--- src/rtl/mem_arbiter.sv ---
// Byte-wide RAM port sequencer shared by instruction fetch, load buffer and
// committed stores; serializes multi-byte accesses little-endian.
module mem_arbiter #(
    parameter logic [1:0] IO_MASK = 2'b11
) (
    input  logic        clk,
    input  logic        rst,
    input  logic        rdy,
    input  logic        rollback,
    input  logic [7:0]  mem_din,
    output logic [7:0]  mem_dout,
    output logic [31:0] mem_a,
    output logic        mem_wr,
    input  logic        io_buffer_full,
    input  logic        if_req,
    input  logic [31:0] if_addr,
    output logic        if_done,
    output logic [31:0] if_data,
    input  logic        ld_req,
    input  logic [5:0]  ld_op,
    input  logic [31:0] ld_addr,
    output logic        ld_done,
    output logic [31:0] ld_data,
    input  logic        rob_store_sgn,
    input  logic [5:0]  rob_store_op,
    input  logic [31:0] rob_store_addr,
    input  logic [31:0] rob_store_data,
    output logic        begin_real_store,
    output logic        finish_store
);

    localparam int unsigned XLEN   = 32;
    localparam int unsigned BYTE_W = 8;
    localparam int unsigned OP_W   = 6;
    localparam int unsigned CNT_W  = 2;

    localparam logic [OP_W-1:0] OP_LB  = 6'd10;
    localparam logic [OP_W-1:0] OP_LH  = 6'd11;
    localparam logic [OP_W-1:0] OP_LW  = 6'd12;
    localparam logic [OP_W-1:0] OP_LBU = 6'd13;
    localparam logic [OP_W-1:0] OP_LHU = 6'd14;
    localparam logic [OP_W-1:0] OP_SB  = 6'd15;
    localparam logic [OP_W-1:0] OP_SH  = 6'd16;
    localparam logic [OP_W-1:0] OP_SW  = 6'd17;

    localparam logic [1:0] S_IDLE  = 2'd0;
    localparam logic [1:0] S_FETCH = 2'd1;
    localparam logic [1:0] S_LOAD  = 2'd2;
    localparam logic [1:0] S_STORE = 2'd3;

    // Index of the last byte of an access (length minus one)
    function automatic logic [CNT_W-1:0] op_last(input logic [OP_W-1:0] op);
        case (op)
            OP_LB, OP_LBU, OP_SB: op_last = 2'd0;
            OP_LH, OP_LHU, OP_SH: op_last = 2'd1;
            OP_LW, OP_SW:         op_last = 2'd3;
            default:              op_last = 2'd3;
        endcase
    endfunction

    function automatic logic [XLEN-1:0] load_extend(input logic [OP_W-1:0] op,
                                                    input logic [XLEN-1:0] w);
        case (op)
            OP_LB:   load_extend = {{24{w[7]}}, w[7:0]};
            OP_LH:   load_extend = {{16{w[15]}}, w[15:0]};
            OP_LBU:  load_extend = {24'd0, w[7:0]};
            OP_LHU:  load_extend = {16'd0, w[15:0]};
            default: load_extend = w;
        endcase
    endfunction

    logic [1:0]        state_q, state_d;
    logic [CNT_W-1:0]  cnt_q, cnt_d;
    logic [CNT_W-1:0]  last_q, last_d;
    logic [XLEN-1:0]   base_q, base_d;
    logic [OP_W-1:0]   op_q, op_d;
    logic [XLEN-1:0]   xfer_q, xfer_d;
    logic              wr_q, wr_d;
    logic [XLEN-1:0]   mem_a_d;
    logic [BYTE_W-1:0] mem_dout_d;
    logic              if_done_d, ld_done_d, begin_d, finish_d;
    logic [XLEN-1:0]   if_data_d, ld_data_d;

    logic [XLEN-1:0]   rd_word;
    logic [XLEN-1:0]   next_addr;
    logic [CNT_W-1:0]  cnt_nx;
    logic              store_io;
    logic              store_ok;

    // Frozen cycles must not repeat a write that is already on the pins
    assign mem_wr = wr_q & rdy;

    always_comb begin
        cnt_nx    = cnt_q + 2'd1;
        next_addr = base_q + XLEN'(cnt_q) + XLEN'(1);
        rd_word   = xfer_q;
        rd_word[{cnt_q, 3'b000} +: BYTE_W] = mem_din;
        store_io  = (rob_store_addr[17:16] == IO_MASK);
        store_ok  = !(store_io && io_buffer_full);
    end

    // Next-state and registered-output logic
    always_comb begin
        state_d    = state_q;
        cnt_d      = cnt_q;
        last_d     = last_q;
        base_d     = base_q;
        op_d       = op_q;
        xfer_d     = xfer_q;
        wr_d       = wr_q;
        mem_a_d    = mem_a;
        mem_dout_d = mem_dout;
        if_done_d  = 1'b0;
        ld_done_d  = 1'b0;
        begin_d    = 1'b0;
        finish_d   = 1'b0;
        if_data_d  = if_data;
        ld_data_d  = ld_data;

        case (state_q)
            S_IDLE: begin
                // A requester whose done pulse is still up is not regranted
                if (rob_store_sgn) begin
                    if (store_ok) begin
                        state_d    = S_STORE;
                        base_d     = rob_store_addr;
                        op_d       = rob_store_op;
                        xfer_d     = rob_store_data;
                        last_d     = op_last(rob_store_op);
                        cnt_d      = '0;
                        mem_a_d    = rob_store_addr;
                        mem_dout_d = rob_store_data[7:0];
                        wr_d       = 1'b1;
                        begin_d    = 1'b1;
                    end
                end else if (rollback) begin
                    state_d = S_IDLE;
                end else if (ld_req && !ld_done) begin
                    state_d = S_LOAD;
                    base_d  = ld_addr;
                    op_d    = ld_op;
                    xfer_d  = '0;
                    last_d  = op_last(ld_op);
                    cnt_d   = '0;
                    mem_a_d = ld_addr;
                end else if (if_req && !if_done) begin
                    state_d = S_FETCH;
                    base_d  = if_addr;
                    op_d    = OP_LW;
                    xfer_d  = '0;
                    last_d  = 2'd3;
                    cnt_d   = '0;
                    mem_a_d = if_addr;
                end
            end
            S_FETCH, S_LOAD: begin
                if (rollback) begin
                    state_d = S_IDLE;
                    xfer_d  = '0;
                end else begin
                    xfer_d  = rd_word;
                    mem_a_d = next_addr;
                    if (cnt_q == last_q) begin
                        state_d = S_IDLE;
                        if (state_q == S_FETCH) begin
                            if_done_d = 1'b1;
                            if_data_d = rd_word;
                        end else begin
                            ld_done_d = 1'b1;
                            ld_data_d = load_extend(op_q, rd_word);
                        end
                    end else begin
                        cnt_d = cnt_nx;
                    end
                end
            end
            S_STORE: begin
                // Committed stores run to completion regardless of rollback
                if (cnt_q == last_q) begin
                    state_d  = S_IDLE;
                    wr_d     = 1'b0;
                    finish_d = 1'b1;
                end else begin
                    cnt_d      = cnt_nx;
                    mem_a_d    = next_addr;
                    mem_dout_d = xfer_q[{cnt_nx, 3'b000} +: BYTE_W];
                end
            end
            default: begin
                state_d = S_IDLE;
                wr_d    = 1'b0;
            end
        endcase
    end

    always_ff @(posedge clk or negedge rst) begin
        if (!rst) begin
            state_q          <= S_IDLE;
            cnt_q            <= '0;
            last_q           <= '0;
            base_q           <= '0;
            op_q             <= '0;
            xfer_q           <= '0;
            wr_q             <= 1'b0;
            mem_a            <= '0;
            mem_dout         <= '0;
            if_done          <= 1'b0;
            ld_done          <= 1'b0;
            begin_real_store <= 1'b0;
            finish_store     <= 1'b0;
            if_data          <= '0;
            ld_data          <= '0;
        end else if (rdy) begin
            state_q          <= state_d;
            cnt_q            <= cnt_d;
            last_q           <= last_d;
            base_q           <= base_d;
            op_q             <= op_d;
            xfer_q           <= xfer_d;
            wr_q             <= wr_d;
            mem_a            <= mem_a_d;
            mem_dout         <= mem_dout_d;
            if_done          <= if_done_d;
            ld_done          <= ld_done_d;
            begin_real_store <= begin_d;
            finish_store     <= finish_d;
            if_data          <= if_data_d;
            ld_data          <= ld_data_d;
        end
    end

endmodule

--- config.mk ---
export PLATFORM = sky130hd
export DESIGN_NAME = mem_arbiter
export DESIGN_NICKNAME = d
export VERILOG_FILES = /design/src/rtl/mem_arbiter.sv
export SDC_FILE = /design/constraint.sdc
export NUM_CORES = 1
export LEC_CHECK = 0
export ABC_AREA = 1
export CAP_MARGIN = 20
export CORE_MARGIN = 2
export CORE_UTILIZATION = 54
export DETAILED_ROUTE_END_ITERATION = 16
export PLACE_DENSITY = 0.82
export SETUP_SLACK_MARGIN = 0.15
export SLEW_MARGIN = 25
export SYNTH_ARGS = -nofsm -noshare
export SYNTH_HDL_FRONTEND = slang
export SYNTH_SLANG_ARGS = --single-unit
export TNS_END_PERCENT = 1
--- constraint.sdc ---
create_clock -name clk -period 5.57 [get_ports clk]
set_input_delay 0.557 -clock clk [delete_from_list [all_inputs] [get_ports clk]]
set_output_delay 0.557 -clock clk [all_outputs]
set_load 0.02 [all_outputs]
==> run metrics, run 1 <==
status=finished, final reports clean; Power per Cell Area=516 nW/um^2; post-route antenna net violation count=0; flop2flop setup slack=2.21 ns; clk slew on worst S/H paths=0.07 ns; FF-to-FF path depth=11; vias=11,207; worst r2r src=cnt_q[0]; die span in x=145 um; Reg-to-Reg End=mem_a[12]; Final setup violation count=0; total power=0.00722 W; CTS Sinks=185; crit-path cells=buf_4 -> inv_1 -> ha_1 -> fa_1 -> nor2_1 -> nand2_1 -> nor2_1 -> nand2_1 -> nand3_1 -> nand3_1 -> nand2_1; most frequent cells in the layout=nand2_1, clkdlybuf4s50_1, dfrtp_1; Syn-to-layout area delta=31.0%; Avg WL per Cell=16.8 um; DIE HEIGHT=145 um; Setup crit start=cnt_q[0]; number of detailed-route iterations in the first pass=6; Starting Density=0.549; Final nets=1,947; crit path time final=3.36 ns; CP most frequent cell=nand2_1; DR iter-0 viols=992; fmax=0.297 GHz; crit path max fanout=38; Final period util=0.604; CTS tree=yes; MaxCap Viol Count=0; Slew @ Worst Pin=1.08 ns; startpoint types=register; Final Max Tran Viols=0; Synth Net Count=1,723; IO Port Bufs=264; deepest clock path buffer count=2; Rel. slew slack=0.280; grt total ovfl=0; Fin Hold WS=0.0965 ns; crit path max-delay cell type=fa_1; share of the yosys chip area belonging to registers=0.433; wire length of the first global-routing pass=54,200 um; async set-reset flop share out of synthesis=1.00; number of synthesized flops with an enable pin=0; Post-Route WL=34,600 um; hold_buf cts=0; fill count=1,633; RSZ-0062 raised after global routing=false; H-Tree Depth=4; clk_lat worst skew=0.44 ns; TNS Setup=0 ns; HPWL Detailed=26,600 um; Critical Path AT=3.74 ns; peak supply drop=0.224 mV; LEAKAGE=6.53 nW; synthesized cell area=10,700 um^2; Setup Crit Path Kind=register to register; CP peak stage delay=0.42 ns; Core ar.=19,500 um^2; flops & latches, synth=185; die area=20,900 um^2; Crit. End Element=register; Hold Fails Final Rpt=0; Total Routing Usage GR=0.335; Post-CTS Resized=0; fin area=14,000 um^2; Final Skew=0.0114 ns; Netlist cell types=39; largest net degree at the start of global routing=68; placed instance area=13,400 um^2; Setup Buffers After CTS=0; Root Driver=clkbuf_16; Std-Cell Rows=51; Syn Inst Count=1,556; Via density=5.45; routability cong.=0.990; I/O pin count=265; share of cells above drive strength 1=0.0413; Inserted Clock Buffers=17; antenna cells=0; Req. time, crit path=5.94 ns; DRC=0; initial antenna violation count=0; most common cell after layout, fill and taps aside=nand2_1; main flop type after synthesis=dfrtp_1; Avg Inst Size Synth=6.87 um^2; Worst Hold Class=input pin to asynchronous set/reset pin; Synthesis Warnings=0; number of global-route vias before repair=10,328
==> state kept, by name (all words and copies together) (netlist names), 2 cells and up <==
name,count
cnt_q,2
base_q,32
if_data,32
ld_data,32
op_q,6
xfer_q,32
mem_a,32
state_q,2
mem_dout,8
last_q,2
==> worst max path at each step <==
stage,end,slack [ns],depth (start not counted)
finish,mem_a[12],2.21,11
global placement,xfer_q[14],2.18,9
global route,mem_a[12],1.92,11
CTS,xfer_q[23],2.31,9
detailed placement,xfer_q[20],2.00,9
floorplan,mem_a[28],3.16,13
==> final cells by class <==
type	count	area, um^2	share of cell area
tap	265	332	0.0237
sequential	185	4630	0.331
inverter	135	507	0.0362
timing repair buffer	275	2730	0.195
clock buffer	17	425	0.0304
clock inverter	14	156	0.0112
multi-input combinational	1166	5220	0.373
==> critical path: cells and delay by family, from the launching register on <==
family,cells,cell delay (ns)
and+or+nand+nor,7,1.50
buffers and inverters,2,0.72
adders and majority gates,2,0.76
DFF,1,0.32
==> cells in the mapped netlist, types with 4 or more instances <==
cell type / number / share of area
nor2_1: 156 / 0.055
or2_1: 7 / 0.0041
inv_1: 126 / 0.044
clkbuf_1: 25 / 0.0088
nand2_1: 632 / 0.22
or2_0: 7 / 0.0041
a21oi_1: 23 / 0.011
a31oi_1: 4 / 0.0023
dfrtp_1: 185 / 0.43
nand3_1: 95 / 0.045
o211ai_1: 8 / 0.0056
o22ai_1: 15 / 0.0088
inv_2: 9 / 0.0032
ha_1: 10 / 0.012
a22oi_1: 12 / 0.0084
o21ai_1: 23 / 0.011
a21boi_0: 12 / 0.0084
buf_2: 37 / 0.017
o21ai_0: 122 / 0.057
nand4_1: 14 / 0.0082
==> layer usage <==
layer,vias to the layer above,track usage,share of wire
met2,569,0.543,0.47
met3,74,0.0553,0.085
met1,5185,0.467,0.42
met5,-,0,0
met4,0,0.0991,0.022
li1,5379,-,-
==> logic make-up after synthesis <==
group | synth area share
and+or+nand+nor | 0.351
adders and majority gates | 0.0136
AOI/OAI and AO/OA | 0.119
DFF | 0.433
buffers and inverters | 0.0795
xor gates and xnor gates | 0.00398
==> metrics by stage <==
stage	setup WS, ns	instances	utilization
finish	2.21	2057	0.719
global route	1.92	2057	0.719
CTS	2.31	2057	0.719
detailed placement	2.00	2026	0.689
global placement	2.18	2026	0.689
floorplan	3.16	1556	-
==> report_power, final <==
part	total [W]	switching (W)	internal, W
Sequential	0.00233	0.000411	0.00192
Combinational	0.00367	0.00227	0.00140
Clock	0.00122	0.000585	0.000636
Note: power is estimated with default switching activity, not from simulation.
==> run 2, diff against run 1 <==
--- a/config.mk
+++ b/config.mk
@@ -8,9 +8,9 @@
 export ABC_AREA = 1
 export CAP_MARGIN = 20
 export CORE_MARGIN = 2
-export CORE_UTILIZATION = 54
+export CORE_UTILIZATION = 45
 export DETAILED_ROUTE_END_ITERATION = 16
-export PLACE_DENSITY = 0.82
+export PLACE_DENSITY = 0.73
 export SETUP_SLACK_MARGIN = 0.15
 export SLEW_MARGIN = 25
 export SYNTH_ARGS = -nofsm -noshare
==> constraint.sdc (replaced) <==
create_clock -name clk -period 2.9 [get_ports clk]
set_input_delay 0.29 -clock clk [delete_from_list [all_inputs] [get_ports clk]]
set_output_delay 0.29 -clock clk [all_outputs]
set_load 0.02 [all_outputs]
==> run metrics, run 2 (synthesis gave the netlist of run 1 again) <==
status=finished, final reports clean; share of cells above drive strength 1=0.0487 (+0.00738); vias=11,081 (-1.1%); antenna cells=0 (unchanged); Final period util=0.815 (+0.211); die area=25,000 um^2 (+19%); most common cell after layout, fill and taps aside=nand2_1; routability cong.=1.00 (+0.96%); number of detailed-route iterations in the first pass=5 (-1); Fin Hold WS=0.288 ns (+0.191 ns); Critical Path AT=2.73 ns (-1.01 ns); most frequent cells in the layout=nand2_1, clkdlybuf4s50_1, dfrtp_1; Final setup violation count=0 (unchanged); peak supply drop=0.446 mV (+100%); crit path max fanout=33 (-13%); largest net degree at the start of global routing=70 (+2.9%); Via density=5.21 (-4.4%); CTS tree=yes; Post-CTS Resized=0 (unchanged); Crit. End Element=register; Root Driver=clkbuf_16; Starting Density=0.457 (-0.0924); grt total ovfl=0 (unchanged); Final Max Tran Viols=0 (unchanged); DIE HEIGHT=158 um (+9.3%); number of global-route vias before repair=10,300 (-0.27%); DR iter-0 viols=909 (-8.4%); I/O pin count=265 (unchanged); crit path time final=2.36 ns (-1.00 ns); Setup Buffers After CTS=0 (unchanged); H-Tree Depth=4 (unchanged); die span in x=158 um (+9.3%); clk_lat worst skew=0.44 ns (about the same); Core ar.=23,400 um^2 (+20%); Power per Cell Area=981 nW/um^2 (+90%); RSZ-0062 raised after global routing=false; LEAKAGE=6.61 nW (+1.2%); DRC=0 (unchanged); Avg WL per Cell=16.6 um (-1.2%); startpoint types=register; Worst Hold Class=input pin to register; Final nets=1,962 (+0.77%); Inserted Clock Buffers=17 (unchanged); IO Port Bufs=264 (unchanged); Final Skew=0.0145 ns (+0.00309 ns); CTS Sinks=185 (unchanged); Setup Crit Path Kind=register to register; Syn-to-layout area delta=33.0%; TNS Setup=0 ns (unchanged); Hold Fails Final Rpt=0 (unchanged); MaxCap Viol Count=0 (unchanged); Slew @ Worst Pin=0.711 ns (-0.364 ns); initial antenna violation count=0 (unchanged); Req. time, crit path=3.27 ns (-2.67 ns); post-route antenna net violation count=0 (unchanged); Total Routing Usage GR=0.287 (-0.0480); Rel. slew slack=0.526 (+0.246); fmax=0.423 GHz (+42%); Post-Route WL=35,400 um (+2.1%); HPWL Detailed=27,200 um (+2.4%); clk slew on worst S/H paths=0.08 ns (about the same); deepest clock path buffer count=2 (unchanged); wire length of the first global-routing pass=55,400 um (+2.0%); Std-Cell Rows=56 (+9.8%)
[run 2: what timing repair did]
item	in CTS	in global routing
setup endpoints to repair	0	0
endpoints found under the hold margin	64	0
hold buffers	1	0
[run 2: metal layers]
| layer | wire [um] | vias up | share of wire | global-route usage |
|---|---|---|---|---|
| li1 | - | 5393 | - | - |
| met1 | 15400 | 5182 | 0.44 | 0.389 |
| met2 | 16600 | 455 | 0.47 | 0.466 |
| met3 | 2690 | 51 | 0.076 | 0.0616 |
| met4 | 669 | 0 | 0.019 | 0.0798 |
| met5 | 0 | - | 0 | 0 |
[run 2: layout make-up]
| cell class | instances | area [um^2] |
|---|---|---|
| inverters | 135 | 507 |
| repair buffers | 290 | 2870 |
| clock buffers | 18 | 429 |
| flip-flops and latches | 185 | 4630 |
| multi-input cells | 1166 | 5210 |
| clock inverters | 14 | 158 |
| well taps | 319 | 399 |
| fillers | 2213 | 9190 |
[run 2: stage by stage]
stage | util | total power [W] | setup WS [ns] | area (um^2) | std cells
after global placement | 0.582 | 0.0115 | 0.585 | 13600 | 2094
after CTS | 0.607 | 0.0139 | 0.594 | 14200 | 2127
after global routing | 0.607 | 0.0149 | 0.360 | 14200 | 2127
after detailed placement | 0.582 | 0.0116 | 0.572 | 13600 | 2094
final | 0.607 | 0.0139 | 0.537 | 14200 | 2127
after floorplan | - | 0.00866 | 0.486 | 10700 | 1556
[run 2: path summary, 6_finish.rpt]
check / startpoint / to / slack (ns) / cells after the start
max: state_q[0] / ld_data[21] / 0.54 / 11
min: rob_store_sgn / begin_real_store / 0.29 / 3
max reg2reg: state_q[0] / ld_data[21] / 0.54 / 11
min reg2reg: if_data[25] / if_data[25] / 0.48 / 2
max in group asynchronous: rst / if_data[23] / 1.61 / 3
min in group asynchronous: rst / if_data[12] / 0.42 / 2
[run 2: critical path, cell delays in order (launching register included)]
cell     delay [ns]
dfrtp_1        0.42
inv_1          0.09
ha_1           0.31
inv_1          0.07
nor2_1         0.15
nand2_1        0.07
nor2_1         0.18
nand2_4        0.20
inv_2          0.45
or2_0          0.18
inv_1          0.05
nor2_1         0.09
[run 2: power breakdown]
part	switching [W]	internal (W)	total, W
registers	0.000793	0.00369	0.00448
clock network	0.00116	0.00116	0.00232
logic	0.00434	0.00280	0.00713
total	0.00629	0.00764	0.0139
